**src/rtl/vga_text_pkg.sv**
```systemverilog
// Shared types and constants for the VGA text painters and the font ROM.
package vga_text_pkg;

   localparam int unsigned FONT_ADDR_W  = 11;  // {char code[6:0], row[3:0]}
   localparam int unsigned FONT_DATA_W  = 8;
   localparam int unsigned FONT_ROM_LAT = 1;

   // Requester indices as seen by the font ROM arbiter
   localparam logic PORT_DIGITS = 1'b0;
   localparam logic PORT_STATUS = 1'b1;

   // Travels alongside each issued ROM read so the returned row reaches its requester
   typedef struct packed {
      logic valid;
      logic port;
   } font_tag_t;

endpackage

```
**src/rtl/rr_arbiter2.sv**
```systemverilog
// Two-input arbiter: round-robin on conflicts (RR_EN=1) or fixed priority to port 0.
module rr_arbiter2
   import vga_text_pkg::*;
#(
   parameter bit RR_EN = 1'b1
) (
   input  logic clk,
   input  logic reset,
   input  logic req0,
   input  logic req1,
   output logic gnt0,
   output logic gnt1
);

   logic last_q, last_d;

   // Grant decode and next value of the last-granted pointer
   always_comb begin
      gnt0   = 1'b0;
      gnt1   = 1'b0;
      last_d = last_q;
      if (req0 && req1) begin
         // On a conflict the port that was not served last wins
         if (RR_EN && (last_q == PORT_DIGITS)) begin
            gnt1 = 1'b1;
         end else begin
            gnt0 = 1'b1;
         end
      end else begin
         gnt0 = req0;
         gnt1 = req1;
      end
      if (RR_EN) begin
         if (gnt0) begin
            last_d = PORT_DIGITS;
         end else if (gnt1) begin
            last_d = PORT_STATUS;
         end
      end
   end

   // Pointer starts at port 1 so port 0 wins the first conflict after reset
   always_ff @(posedge clk) begin
      if (reset) begin
         last_q <= PORT_STATUS;
      end else begin
         last_q <= last_d;
      end
   end

endmodule

```
**src/rtl/font_rom_arbiter.sv**
```systemverilog
// Shares one synchronous font ROM between the clock-digit and status-line painters.
// One read issued per clock; returned rows are routed back by a tag pipeline.
module font_rom_arbiter
   import vga_text_pkg::*;
#(
   parameter int unsigned ADDR_W  = FONT_ADDR_W,
   parameter int unsigned DATA_W  = FONT_DATA_W,
   parameter int unsigned ROM_LAT = FONT_ROM_LAT,  // 1..3
   parameter bit          RR_EN   = 1'b1,
   parameter int unsigned CNT_W   = 16
) (
   input  logic              clk,
   input  logic              reset,
   input  logic              req0,
   input  logic [ADDR_W-1:0] addr0,
   output logic              gnt0,
   output logic              rvalid0,
   output logic [DATA_W-1:0] rdata0,
   input  logic              req1,
   input  logic [ADDR_W-1:0] addr1,
   output logic              gnt1,
   output logic              rvalid1,
   output logic [DATA_W-1:0] rdata1,
   output logic [ADDR_W-1:0] rom_addr,
   input  logic [DATA_W-1:0] rom_data,
   output logic [CNT_W-1:0]  conflict_cnt
);

   // One stage for the rom_addr register plus ROM_LAT stages inside the ROM
   localparam int unsigned PIPE_D = ROM_LAT + 1;

   logic [ADDR_W-1:0] rom_addr_q;
   logic              rvalid0_q, rvalid1_q;
   logic [DATA_W-1:0] rdata0_q, rdata1_q;
   logic [CNT_W-1:0]  conflict_cnt_q;
   font_tag_t         tag_q [PIPE_D];
   font_tag_t         new_tag;
   font_tag_t         out_tag;

   rr_arbiter2 #(
      .RR_EN (RR_EN)
   ) u_arb (
      .clk   (clk),
      .reset (reset),
      .req0  (req0),
      .req1  (req1),
      .gnt0  (gnt0),
      .gnt1  (gnt1)
   );

   // Tag for the read issued this cycle and the tag whose data is on rom_data now
   always_comb begin
      new_tag       = '0;
      new_tag.valid = gnt0 | gnt1;
      new_tag.port  = gnt1 ? PORT_STATUS : PORT_DIGITS;
      out_tag       = tag_q[PIPE_D-1];
   end

   // Issue: latch the granted address and push its tag into the pipeline
   always_ff @(posedge clk) begin
      if (reset) begin
         rom_addr_q <= '0;
         for (int i = 0; i < PIPE_D; i++) begin
            tag_q[i] <= '0;
         end
      end else begin
         if (gnt0) begin
            rom_addr_q <= addr0;
         end else if (gnt1) begin
            rom_addr_q <= addr1;
         end
         tag_q[0] <= new_tag;
         for (int i = 1; i < PIPE_D; i++) begin
            tag_q[i] <= tag_q[i-1];
         end
      end
   end

   // Return: capture ROM data for the tagged port; the other port keeps its last row
   always_ff @(posedge clk) begin
      if (reset) begin
         rvalid0_q <= 1'b0;
         rvalid1_q <= 1'b0;
         rdata0_q  <= '0;
         rdata1_q  <= '0;
      end else begin
         rvalid0_q <= out_tag.valid && (out_tag.port == PORT_DIGITS);
         rvalid1_q <= out_tag.valid && (out_tag.port == PORT_STATUS);
         if (out_tag.valid && (out_tag.port == PORT_DIGITS)) begin
            rdata0_q <= rom_data;
         end
         if (out_tag.valid && (out_tag.port == PORT_STATUS)) begin
            rdata1_q <= rom_data;
         end
      end
   end

   // Saturating count of cycles where both painters contend
   always_ff @(posedge clk) begin
      if (reset) begin
         conflict_cnt_q <= '0;
      end else if (req0 && req1 && (conflict_cnt_q != {CNT_W{1'b1}})) begin
         conflict_cnt_q <= conflict_cnt_q + 1'b1;
      end
   end

   assign rom_addr     = rom_addr_q;
   assign rvalid0      = rvalid0_q;
   assign rvalid1      = rvalid1_q;
   assign rdata0       = rdata0_q;
   assign rdata1       = rdata1_q;
   assign conflict_cnt = conflict_cnt_q;

endmodule

```
**config.mk**
```make
export PLATFORM = sky130hd
export DESIGN_NAME = font_rom_arbiter
export DESIGN_NICKNAME = d
export VERILOG_FILES = /design/src/rtl/vga_text_pkg.sv /design/src/rtl/rr_arbiter2.sv /design/src/rtl/font_rom_arbiter.sv
export SDC_FILE = /design/constraint.sdc
export NUM_CORES = 1
export LEC_CHECK = 0
export ABC_CLOCK_PERIOD_IN_PS = 4100
export BUFFER_PORTS_ARGS = -buffer_cell sky130_fd_sc_hd__buf_2
export CORE_ASPECT_RATIO = 0.9
export CORE_MARGIN = 5
export CORE_UTILIZATION = 40
export CTS_BUF_LIST = sky130_fd_sc_hd__clkbuf_4 sky130_fd_sc_hd__clkbuf_8 sky130_fd_sc_hd__clkbuf_16
export DETAILED_ROUTE_END_ITERATION = 16
export PLACE_DENSITY = 0.67
export SLEW_MARGIN = 30
export SYNTH_ARGS = -nofsm -noshare
export SYNTH_HDL_FRONTEND = slang
export SYNTH_HIERARCHICAL = 1
export SYNTH_SLANG_ARGS = --single-unit
export TNS_END_PERCENT = 20
```
**constraint.sdc**
```tcl
create_clock -name clk -period 4.1 [get_ports clk]
set_input_delay 0.41 -clock clk [delete_from_list [all_inputs] [get_ports clk]]
set_output_delay 0.41 -clock clk [all_outputs]
set_load 0.02 [all_outputs]
```
* Yosys cells after proc, flatten, opt, wreduce, memory -nomap -nowiden
Memories as Yosys holds them, arrays and structs flattened.
Index checks and enable logic that the tools add are counted.
** Cells by class
- Reduce and logical (&&, ||, !) cells :: 5
- $add $sub $neg :: 1
- Equal/unequal tests :: 1
- Bitwise logic cells :: 4
- Mux-type cells :: 14
** Operators with widths (count)
- 11-bit two-way mux :: 2
- 16-bit by 1-bit adder with 16-bit output (second input constant) :: 1
- 16-bit inequality test (second input constant) :: 1
- 1-bit two-way mux :: 10
- 1-bit logical AND :: 4
- 2-bit two-way mux :: 2
- 1-bit bitwise OR :: 3
- 2-bit nonzero test :: 1
- 1-bit NOT :: 1
** Storage, ports and cells
- Logic and storage cells :: 33
- Output and inout bits :: 47
- RAM bits :: 4
- Memories :: 1
- Flip-flop bits (word level) :: 46
- Input bits :: 34
** Memories
- tag_q :: words 2, width 2, read ports 2, clocked after memory_dff 0, write ports 2, line font_rom_arbiter.sv:36 : font_tag_t tag_q [PIPE_D];

* Longest topological paths before layout
Gate-level depths: netlist (run 1).
- Depth after elaboration :: 4
- Mapped depth :: 7
- Depth with buffers taken out :: 5

* By module
Netlist (run 1), hierarchy kept.
** Modules (own cells, without submodules)
- font_rom_arbiter :: area each 2048.2 sq um, instances 1, sequential area each 980.9 sq um, cells an instance 249
- rr_arbiter2 :: area each 52.6 sq um, instances 1, sequential area each 20.0 sq um, cells an instance 6

* Worst setup path after synthesis (run 1)
Ideal clock, no wire load.
- Path type :: input -> register
- Start :: input req1
- End :: register rom_addr_q[9] (netlist: rom_addr[9])
- Required time :: 3.972 ns
- Cell stages on the path :: 7
- Library setup time :: 0.128 ns
- Arrival time :: 1.900 ns
- Slack :: 2.072 ns
- Path buffers :: 2
- Path through :: a21boi_0 -> clkbuf_1 -> buf_2 -> mux2i_1 -> nor2_1 -> a21oi_1 -> nor2_1
** Between the ends
- Word-level cells in the longest chain between the ends :: 3
- Elaborated cells on any way between the ends :: 5
- Those cells by class :: mux: 3; reduce/logical: 2
** RTL lines
- start: declaration :: line font_rom_arbiter.sv:19 : input logic req1,
- 1-bit logical AND :: line rr_arbiter2.sv:22 : if (req0 && req1) begin
- 1-bit two-way mux :: line rr_arbiter2.sv:22
- 11-bit two-way mux / 2-bit nonzero test (equally long branches)
- end signal: assignment :: line font_rom_arbiter.sv:68 : rom_addr_q <= addr0;
- end signal: assignment :: line font_rom_arbiter.sv:70 : rom_addr_q <= addr1;
- end: declaration :: line font_rom_arbiter.sv:32 : logic [ADDR_W-1:0] rom_addr_q;
Several ways; a longest one is shown, not always the timed one.
A chain may end at the register's enable or synchronous reset.

* Worst setup path in the final report (run 1)
- Start :: register u_arb.last_q
- End :: output gnt0
** Between the ends
- Word-level cells in the longest chain between the ends :: 2
** RTL lines
- start: declaration :: line rr_arbiter2.sv:15 : logic last_q, last_d;
- start signal: assignment :: line rr_arbiter2.sv:47 : last_q <= last_d;
- 1-bit two-way mux :: line rr_arbiter2.sv:24 : if (RR_EN && (last_q == PORT_DIGITS)) begin
- 1-bit two-way mux :: line rr_arbiter2.sv:22
- end: declaration :: line font_rom_arbiter.sv:16 : output logic gnt0,
No other way between the ends.

==> results of run 1 <==
-- synthesized netlist by cell type --
cell and number:
dfxtp_1 50, o31a_1 1, nor2b_2 1, nand3_1 13, nand4_2 1, buf_1 2, nor3_1 4, nor2_1 31
ha_1 1, inv_1 4, o311a_1 1, nand2_1 35, nor4_1 3, a21oi_1 37, o21ai_0 6, nand4_1 6
mux2_2 1, a31oi_1 1, a21boi_0 1, mux2i_1 12, or3_1 6, o21a_1 1, or2_2 1, and4_2 1
or4_2 1, o211a_1 1, a211o_1 1, or3_2 1, buf_2 3, clkbuf_1 11, nor2b_1 5, and4_1 2
or4_1 4, o31ai_1 5, nand2b_1 1
-- final timing paths --
check             startpoint               end  slack (ns)  cells past startpoint
min                 addr0[6]       rom_addr[6]        0.34                      3
min reg2reg      tag_q[0][1]       tag_q[0][3]        0.44                      1
max reg2reg  conflict_cnt[1]  conflict_cnt[10]        2.20                      5
max             u_arb/last_q              gnt0        1.99                      3
-- worst register-to-register path: stages (launching register included) --
cell and delay (ns):
dfxtp_1 0.41, ha_1 0.25, and4_1 0.29, nand3_1 0.24, nor3_1 0.26, mux2_2 0.35
-- layout make-up --
class                      count  share of cell area
clock inverter                 2             0.00474
inverter                       4             0.00569
tap                           67              0.0318
timing repair buffer          83               0.160
multi-input combinational    185               0.387
clock buffer                   6              0.0313
sequential                    50               0.379
-- power groups by stage --
stage / logic [mW] / registers, mW / clock network [mW]
after floorplan: 0.0519 / 0.537 / 0
after global placement: 0.106 / 0.523 / 0
after detailed placement: 0.108 / 0.523 / 0
after CTS: 0.108 / 0.512 / 0.305
after global routing: 0.120 / 0.515 / 0.328
final: 0.107 / 0.512 / 0.297
-- routing by layer --
layer | vias to the layer above | global-route usage
met2 | 52 | 0.247
met1 | 921 | 0.210
met5 | - | 0
li1 | 1050 | -
met3 | 4 | 0.0560
met4 | 0 | 0.0405
-- cells by family after synthesis --
logic type | count (synthesis) | share of synthesized area
simple gates | 116 | 0.269
compound gates | 55 | 0.148
buf+inv | 20 | 0.0375
flops | 50 | 0.476
mux | 13 | 0.0625
fa+ha+maj | 1 | 0.00595
-- registers in the layout (all words and copies together) (netlist names) --
| name | cells |
|---|---|
| conflict_cnt | 16 |
| rom_addr | 11 |
| rdata0 | 8 |
| rdata1 | 8 |
| tag_q | 4 |
| rvalid0 | 1 |
| rvalid1 | 1 |
| u_arb/last_q | 1 |
-- through the flow --
stage / instances / total power [mW]
after floorplan: 255 / 0.589
after global placement: 389 / 0.630
after detailed placement: 389 / 0.631
after CTS: 397 / 0.926
after global routing: 397 / 0.963
final: 397 / 0.916
-- cell usage in the layout, fill, tap and decap left out --
master / instances
or3_1: 6
mux2_2: 1
nor4_1: 3
ha_1: 1
clkinvlp_4: 1
o31a_1: 1
nor3_1: 4
clkinv_2: 1
nor2b_2: 1
o21ai_0: 6
and4_2: 1
a21boi_1: 1
nand4_1: 6
nor2b_1: 5
a21oi_1: 37
nand2_1: 35
dfxtp_1: 50
a211o_1: 1
o31ai_1: 5
a31oi_1: 1
nand2b_1: 1
o211a_1: 1
mux2i_1: 12
o311a_1: 1
inv_1: 4
or4_2: 1
nand3_1: 13
o21a_1: 1
or3_2: 1
and4_1: 2
buf_2: 80
buf_4: 3
or2_2: 1
nor2_1: 31
clkbuf_8: 6
or4_1: 4
nand4_2: 1
==> reports/qor.yml, run 1 <==
status: "completed"
sw_frac_of_total: 0.258
relSlewSlack: 0.413
rsz0062_at_grt: "false"
tightest_slew_ns: 0.880
wire_per_inst_um: 13.2
top_layer: "met4"
period_share: 0.514
area_growth_pct: 25.6
internal_power_uw: 680
wl_met2_mm: 2.27
hpwlAfterDp_mm: 3.73
cts_resized: 0
cts_max_level: 2
syn-num-nets: 290
cts_tree: "done"
antenna_found_initial: 0
num-fill-cells: 543
crit_chain: "nor2b_2 > nor2_1 > buf_2"
num_antenna_cells: 0
power-per-cell-area_mw_per_mm2: 347
max_freq_ghz: 0.474
cts_num_sinks: 50
clock_latency_ns: 0.30
end_kind: "output pin"
peakVddDrop_uv: 187
pwr-share-seq: 0.559
synth.avg_cell_area_um2: 8.24
overflow: 0
wl_mm: 5.24
pre_cts_ws_ns: 2.06
drt-initial-drc-count: 114
rows: 25
power_frac_comb: 0.117
multi_input_comb_area_mm2: 0.00102
cap_violations: 0
worst-path-buf-inv: 1
netlist_area_mm2: 0.00210
cp.required_ns: 3.69
postLayoutCellArea_mm2: 0.00264
final.setup.worst_slack_ns: 1.99
clk_pin_slew_ns: 0.09
slew_viol_final: 0
slowest_delay_ns: 0.66
ant_nets: 0
critical_path_arrival_ns: 1.70
start_util: 0.407
setup-tns-final_ns: 0
worst_path_max_delay_cell: "nor2_1"
core_area_mm2: 0.00516
die_h_um: 78.8
netlist_instances: 255
synthDominantCellAreaShare: 0.476
finalSetupViolCount: 0
path_max_fanout: 14
cp_top_family: "simple AND/OR/NAND/NOR gates"
cts_buffer_depth: 2
vias_per_cell: 5.11
clkPwrFrac: 0.324
layout_min_cycle_time_ns: 2.11
fin_nets: 364
ys_seq_area_frac: 0.476
port_buffers: 80
p_switching_uw: 236
ioPinCount: 81
postCtsSetupBuffers: 0
dieArea_mm2: 0.00680
grt_pass1_vias: 1901
p_leak_nw: 1.14
seqCellArea_mm2: 0.00100
synth.area.top_cells: "dfxtp_1 (48%), a21oi_1 (8.8%), nand2_1 (6.3%)"
startpoint_type: "register"
drc_errors: 0
cts_root_buf: "clkbuf_8"
min_path_type: "in -> reg"
cts-hold-fix-buffers: 0
gp_congestion: 0.778
synth.largest_area_cell: "dfxtp_1"
placedInstanceArea_mm2: 0.00254
hold_viol: 0
grt.total_usage: 0.159
yosysWarnings: 6
final_util: 0.511
grt_max_degree: 50
die_w_um: 86.4
grt_pass1_wl_mm: 8.73
cts-buffers-inserted: 5
drtPass1Iterations: 4
wl_met1_mm: 2.58
ys_types: 35
drive_above_1_share: 0.297
ys_ff_latch: 50
skew_ns: 0.00476
path_class: "reg -> out"
vias: 2027
hold_slack_ns: 0.339
dr_wl_met3_um: 348
(Power assumes the default switching activity.)
==> run 2: changes to the inputs <==
--- a/config.mk
+++ b/config.mk
@@ -5,14 +5,14 @@
 export SDC_FILE = /design/constraint.sdc
 export NUM_CORES = 1
 export LEC_CHECK = 0
-export ABC_CLOCK_PERIOD_IN_PS = 4100
+export ABC_CLOCK_PERIOD_IN_PS = 1900
 export BUFFER_PORTS_ARGS = -buffer_cell sky130_fd_sc_hd__buf_2
 export CORE_ASPECT_RATIO = 0.9
 export CORE_MARGIN = 5
 export CORE_UTILIZATION = 40
 export CTS_BUF_LIST = sky130_fd_sc_hd__clkbuf_4 sky130_fd_sc_hd__clkbuf_8 sky130_fd_sc_hd__clkbuf_16
 export DETAILED_ROUTE_END_ITERATION = 16
-export PLACE_DENSITY = 0.67
+export PLACE_DENSITY = 0.69
 export SLEW_MARGIN = 30
 export SYNTH_ARGS = -nofsm -noshare
 export SYNTH_HDL_FRONTEND = slang
==> constraint.sdc (replaced) <==
create_clock -name clk -period 1.9 [get_ports clk]
set_input_delay 0.19 -clock clk [delete_from_list [all_inputs] [get_ports clk]]
set_output_delay 0.19 -clock clk [all_outputs]
set_load 0.02 [all_outputs]
==> reports/qor.yml, run 2 (synthesized netlist as in run 1, its figures left out) <==
max_freq_ghz: 0.571
cts-hold-fix-buffers: 0
status: "completed"
layout.cells.non_filler: 401
final_util: 0.523
final_common_cell: "buf_2"
area_growth_pct: 28.4
cts_root_buf: "clkbuf_8"
cts_resized: 0
grt.total_usage: 0.157
end_kind: "register"
worst_path_max_delay_cell: "dfxtp_1"
postCtsSetupBuffers: 0
drc_errors: 0
min_path_cells: 3
path_class: "reg -> reg"
power-per-cell-area_mw_per_mm2: 772
relSlewSlack: 0.611
crit_chain: "ha_1 > and4_1 > nand3_1 > nor3_1 > mux2_2"
fin_nets: 369
peakVddDrop_uv: 330
cts_max_level: 2
num_antenna_cells: 0
drtPass1Iterations: 4
start_util: 0.407
clk_pin_slew_ns: 0.09
core_area_mm2: 0.00516
drt-initial-drc-count: 82
critical_path_arrival_ns: 1.94
cap_violations: 0
rows: 25
hold_viol: 0
slew_viol_final: 0
p_leak_nw: 1.18
grt_max_degree: 31
die_h_um: 78.8
rsz0062_at_grt: "false"
hpwlAfterDp_mm: 3.88
placed_cells: 394
placedInstanceArea_mm2: 0.00258
ant_nets: 0
final_cell_mix: "buf_2 (80), dfxtp_1 (50), a21oi_1 (37)"
rr_worst_depth: 5
worst-path-buf-inv: 0
finalSetupViolCount: 0
cts_num_sinks: 50
num-fill-cells: 527
rrSetupSlack_ns: 0.15
crit_cells: 5
period_share: 0.922
antenna_found_initial: 0
path_max_fanout: 5
overflow: 0
gp_congestion: 0.903
port_buffers: 80
multi_input_comb_area_mm2: 0.00102
cts-buffers-inserted: 5
cts_tree: "done"
skew_ns: 0.00399
grt_pass1_wl_mm: 8.76
die_w_um: 86.4
startpoint_type: "register"
cts_buffer_depth: 2
min_path_type: "in -> reg"
slowest_delay_ns: 0.40
seqCellArea_mm2: 0.00100
clock_latency_ns: 0.29
drive_above_1_share: 0.308
tightest_slew_ns: 0.582
dieArea_mm2: 0.00680
cp.required_ns: 2.08
largest_reg_flops: 16
postLayoutCellArea_mm2: 0.00270
setup-tns-final_ns: 0
grt_pass1_vias: 1976
wire_per_inst_um: 12.9
vias: 2060
vias_per_cell: 5.14
layout_min_cycle_time_ns: 1.75
wl_mm: 5.17
ioPinCount: 81
cp_top_family: "simple AND/OR/NAND/NOR gates"
## run 2: cell count changes in the layout (fill, tap and decap cells not counted)
| cell | previous run | this run |
|---|---|---|
| a21boi_1 | 1 | 0 |
| a21boi_2 | 0 | 1 |
| buf_4 | 3 | 8 |
| bufinv_16 | 0 | 1 |
| clkinv_2 | 1 | 0 |
| clkinvlp_4 | 1 | 0 |
## run 2: cell type report
cell class,count,area share
clock buffer,6,0.0306
clock inverter,1,0.0111
inverter,4,0.00557
multi-input combinational,185,0.380
sequential,50,0.371
tap,67,0.0311
timing repair buffer,88,0.171
## run 2: path summary, 6_finish.rpt
path	from	endpoint
worst min register to register	tag_q[0][1]	tag_q[0][3]
worst min-delay path	addr0[9]	rom_addr[9]
worst max-delay path	conflict_cnt[0]	conflict_cnt[10]
worst max register to register	conflict_cnt[0]	conflict_cnt[10]
## run 2: worst register-to-register path, delay by kind of cell (launching register included)
kind	cells	cell delay (ns)
adder cells (fa/ha/maj)	1	0.23
flip-flops	1	0.40
multiplexers	1	0.36
AND/OR/NAND/NOR	3	0.65
## run 2: layer usage
metal / up-vias / part of all wire / track usage
met1: 927 / 0.46 / 0.202
li1: 1057 / - / -
met5: - / 0 / 0
met3: 6 / 0.075 / 0.0488
met4: 0 / 0.0077 / 0.0389
met2: 70 / 0.46 / 0.254
## run 2: per-stage QoR
step	total power, mW	worst slack [ns]	hold WS, ns
final	2.08	0.149	0.118
after global routing	2.20	0.0188	0.122
after CTS	2.12	0.145	0.111
after detailed placement	1.36	0.157	0.425
after global placement	1.36	0.232	0.417
after floorplan	1.27	0.132	0.289
## run 2: power breakdown
| part | switching, mW | leakage, nW | internal, mW | total, mW |
|---|---|---|---|---|
| combinational | 0.136 | 0.714 | 0.0934 | 0.230 |
| clock | 0.326 | 0.0573 | 0.421 | 0.747 |
| sequential | 0.0227 | 0.407 | 1.08 | 1.10 |
==> run 3: changes to the inputs <==
--- a/config.mk
+++ b/config.mk
@@ -9,10 +9,10 @@
 export BUFFER_PORTS_ARGS = -buffer_cell sky130_fd_sc_hd__buf_2
 export CORE_ASPECT_RATIO = 0.9
 export CORE_MARGIN = 5
-export CORE_UTILIZATION = 40
+export CORE_UTILIZATION = 25
 export CTS_BUF_LIST = sky130_fd_sc_hd__clkbuf_4 sky130_fd_sc_hd__clkbuf_8 sky130_fd_sc_hd__clkbuf_16
 export DETAILED_ROUTE_END_ITERATION = 16
-export PLACE_DENSITY = 0.69
+export PLACE_DENSITY = 0.47
 export SLEW_MARGIN = 30
 export SYNTH_ARGS = -nofsm -noshare
 export SYNTH_HDL_FRONTEND = slang
==> reports/qor.yml, run 3 (synthesized netlist as in run 1, its figures left out) <==
total_power_mw: 2.08
pwr-share-seq: 0.531
r2r-end: "conflict_cnt[10]"
placedInstanceArea_mm2: 0.00263
grt_max_degree: 32
cts_buffer_depth: 2
area_growth_pct: 30.6
final_util: 0.338
rrSetupSlack_ns: 0.16
cap_violations: 0
p_switching_uw: 511
cts_tree: "done"
slowest_delay_ns: 0.40
clk_pin_slew_ns: 0.09
rr_worst_depth: 5
rows: 31
final_cell_mix: "buf_2 (80), dfxtp_1 (49), a21oi_1 (37)"
dieArea_mm2: 0.0103
setup-tns-final_ns: 0
cts_max_level: 2
clock_latency_ns: 0.29
relSlewSlack: 0.629
worst-path-buf-inv: 0
vias: 2016
hold_slack_ns: 0.124
final.setup.worst_slack_ns: 0.159
grt_pass1_wl_mm: 9.47
layout.cells.non_filler: 435
grt_pass1_vias: 1937
cp_top_family: "simple AND/OR/NAND/NOR gates"
path_max_fanout: 4
placed_cells: 427
hpwlAfterDp_mm: 4.18
die_h_um: 97.0
drt-initial-drc-count: 68
power-per-cell-area_mw_per_mm2: 757
drive_above_1_share: 0.315
status: "completed"
overflow: 0
power_frac_comb: 0.115
layout_min_cycle_time_ns: 1.74
wire_per_inst_um: 13.0
grt.total_usage: 0.109
cts_resized: 0
ioPinCount: 81
max_freq_ghz: 0.575
worst_path_max_delay_cell: "dfxtp_1"
postLayoutCellArea_mm2: 0.00274
min_to: "rom_addr[6]"
cp.required_ns: 2.09
min_from: "addr0[6]"
drc_errors: 0
period_share: 0.916
path_class: "reg -> reg"
core_area_mm2: 0.00811
p_leak_nw: 1.18
num_antenna_cells: 0
ant_nets: 0
port_buffers: 80
skew_ns: 0.00788
finalSetupViolCount: 0
min_path_cells: 3
final_common_cell: "buf_2"
end_kind: "register"
cts_num_sinks: 50
internal_power_mw: 1.57
drtPass1Iterations: 4
cts_root_buf: "clkbuf_8"
postCtsSetupBuffers: 0
timing.rr.start: "conflict_cnt[1]"
tightest_slew_ns: 0.556
hold_viol: 0
wl_mm: 5.66
crit_chain: "ha_1 > and4_1 > nand3_1 > nor3_1 > mux2_2"
min_path_type: "in -> reg"
startpoint_type: "register"
cts-buffers-inserted: 5
gp_congestion: 0.814
pre_cts_ws_ns: 0.159
die_w_um: 107
critical_path_arrival_ns: 1.93
start_util: 0.259
slew_viol_final: 0
peakVddDrop_uv: 275
vias_per_cell: 4.63
cts-hold-fix-buffers: 0
largest_reg_flops: 16
antenna_found_initial: 0
clkPwrFrac: 0.354
num-fill-cells: 863
rsz0062_at_grt: "false"
sw_frac_of_total: 0.246
fin_nets: 370
## run 3: worst register-to-register path, cell delays in order (launching register included)
cell	delay (ns)
dfxtp_1	0.40
ha_1	0.23
and4_1	0.27
nand3_1	0.15
nor3_1	0.24
mux2_2	0.35
## run 3: power by group through the flow
stage          Clock, mW  Combinational, mW  Sequential, mW
6_report           0.735              0.238            1.10
5_1_grt            0.814              0.267            1.11
4_1_cts            0.778              0.243            1.10
3_5_place_dp           0              0.242            1.13
3_3_place_gp           0              0.242            1.13
2_1_floorplan          0              0.112            1.16
## run 3: worst max path at each step
stage	start	to	slack (ns)	cells after the start
2_1_floorplan	conflict_cnt[0]	conflict_cnt[10]	0.13	5
3_3_place_gp	conflict_cnt[0]	conflict_cnt[10]	0.20	5
3_5_place_dp	conflict_cnt[0]	conflict_cnt[10]	0.16	5
4_1_cts	conflict_cnt[4]	conflict_cnt[11]	0.15	4
5_1_grt	conflict_cnt[1]	conflict_cnt[10]	0.02	5
6_report	conflict_cnt[1]	conflict_cnt[10]	0.16	5
## run 3: area by class of cell
cell class / instances / area (um2) / share of cell area
well taps: 99 / 124 / 0.0452
inverters: 4 / 15.0 / 0.00547
clock inverters: 3 / 40.0 / 0.0146
multi-input cells: 185 / 1020 / 0.374
repair buffers: 89 / 468 / 0.171
flip-flops and latches: 50 / 1000 / 0.365
clock buffers: 5 / 68.8 / 0.0251
## run 3: metal layers
metal  track usage  routed length [um]
met5             0                   0
met4        0.0285                  75
met3        0.0360                 399
met2         0.165                2410
met1         0.150                2770
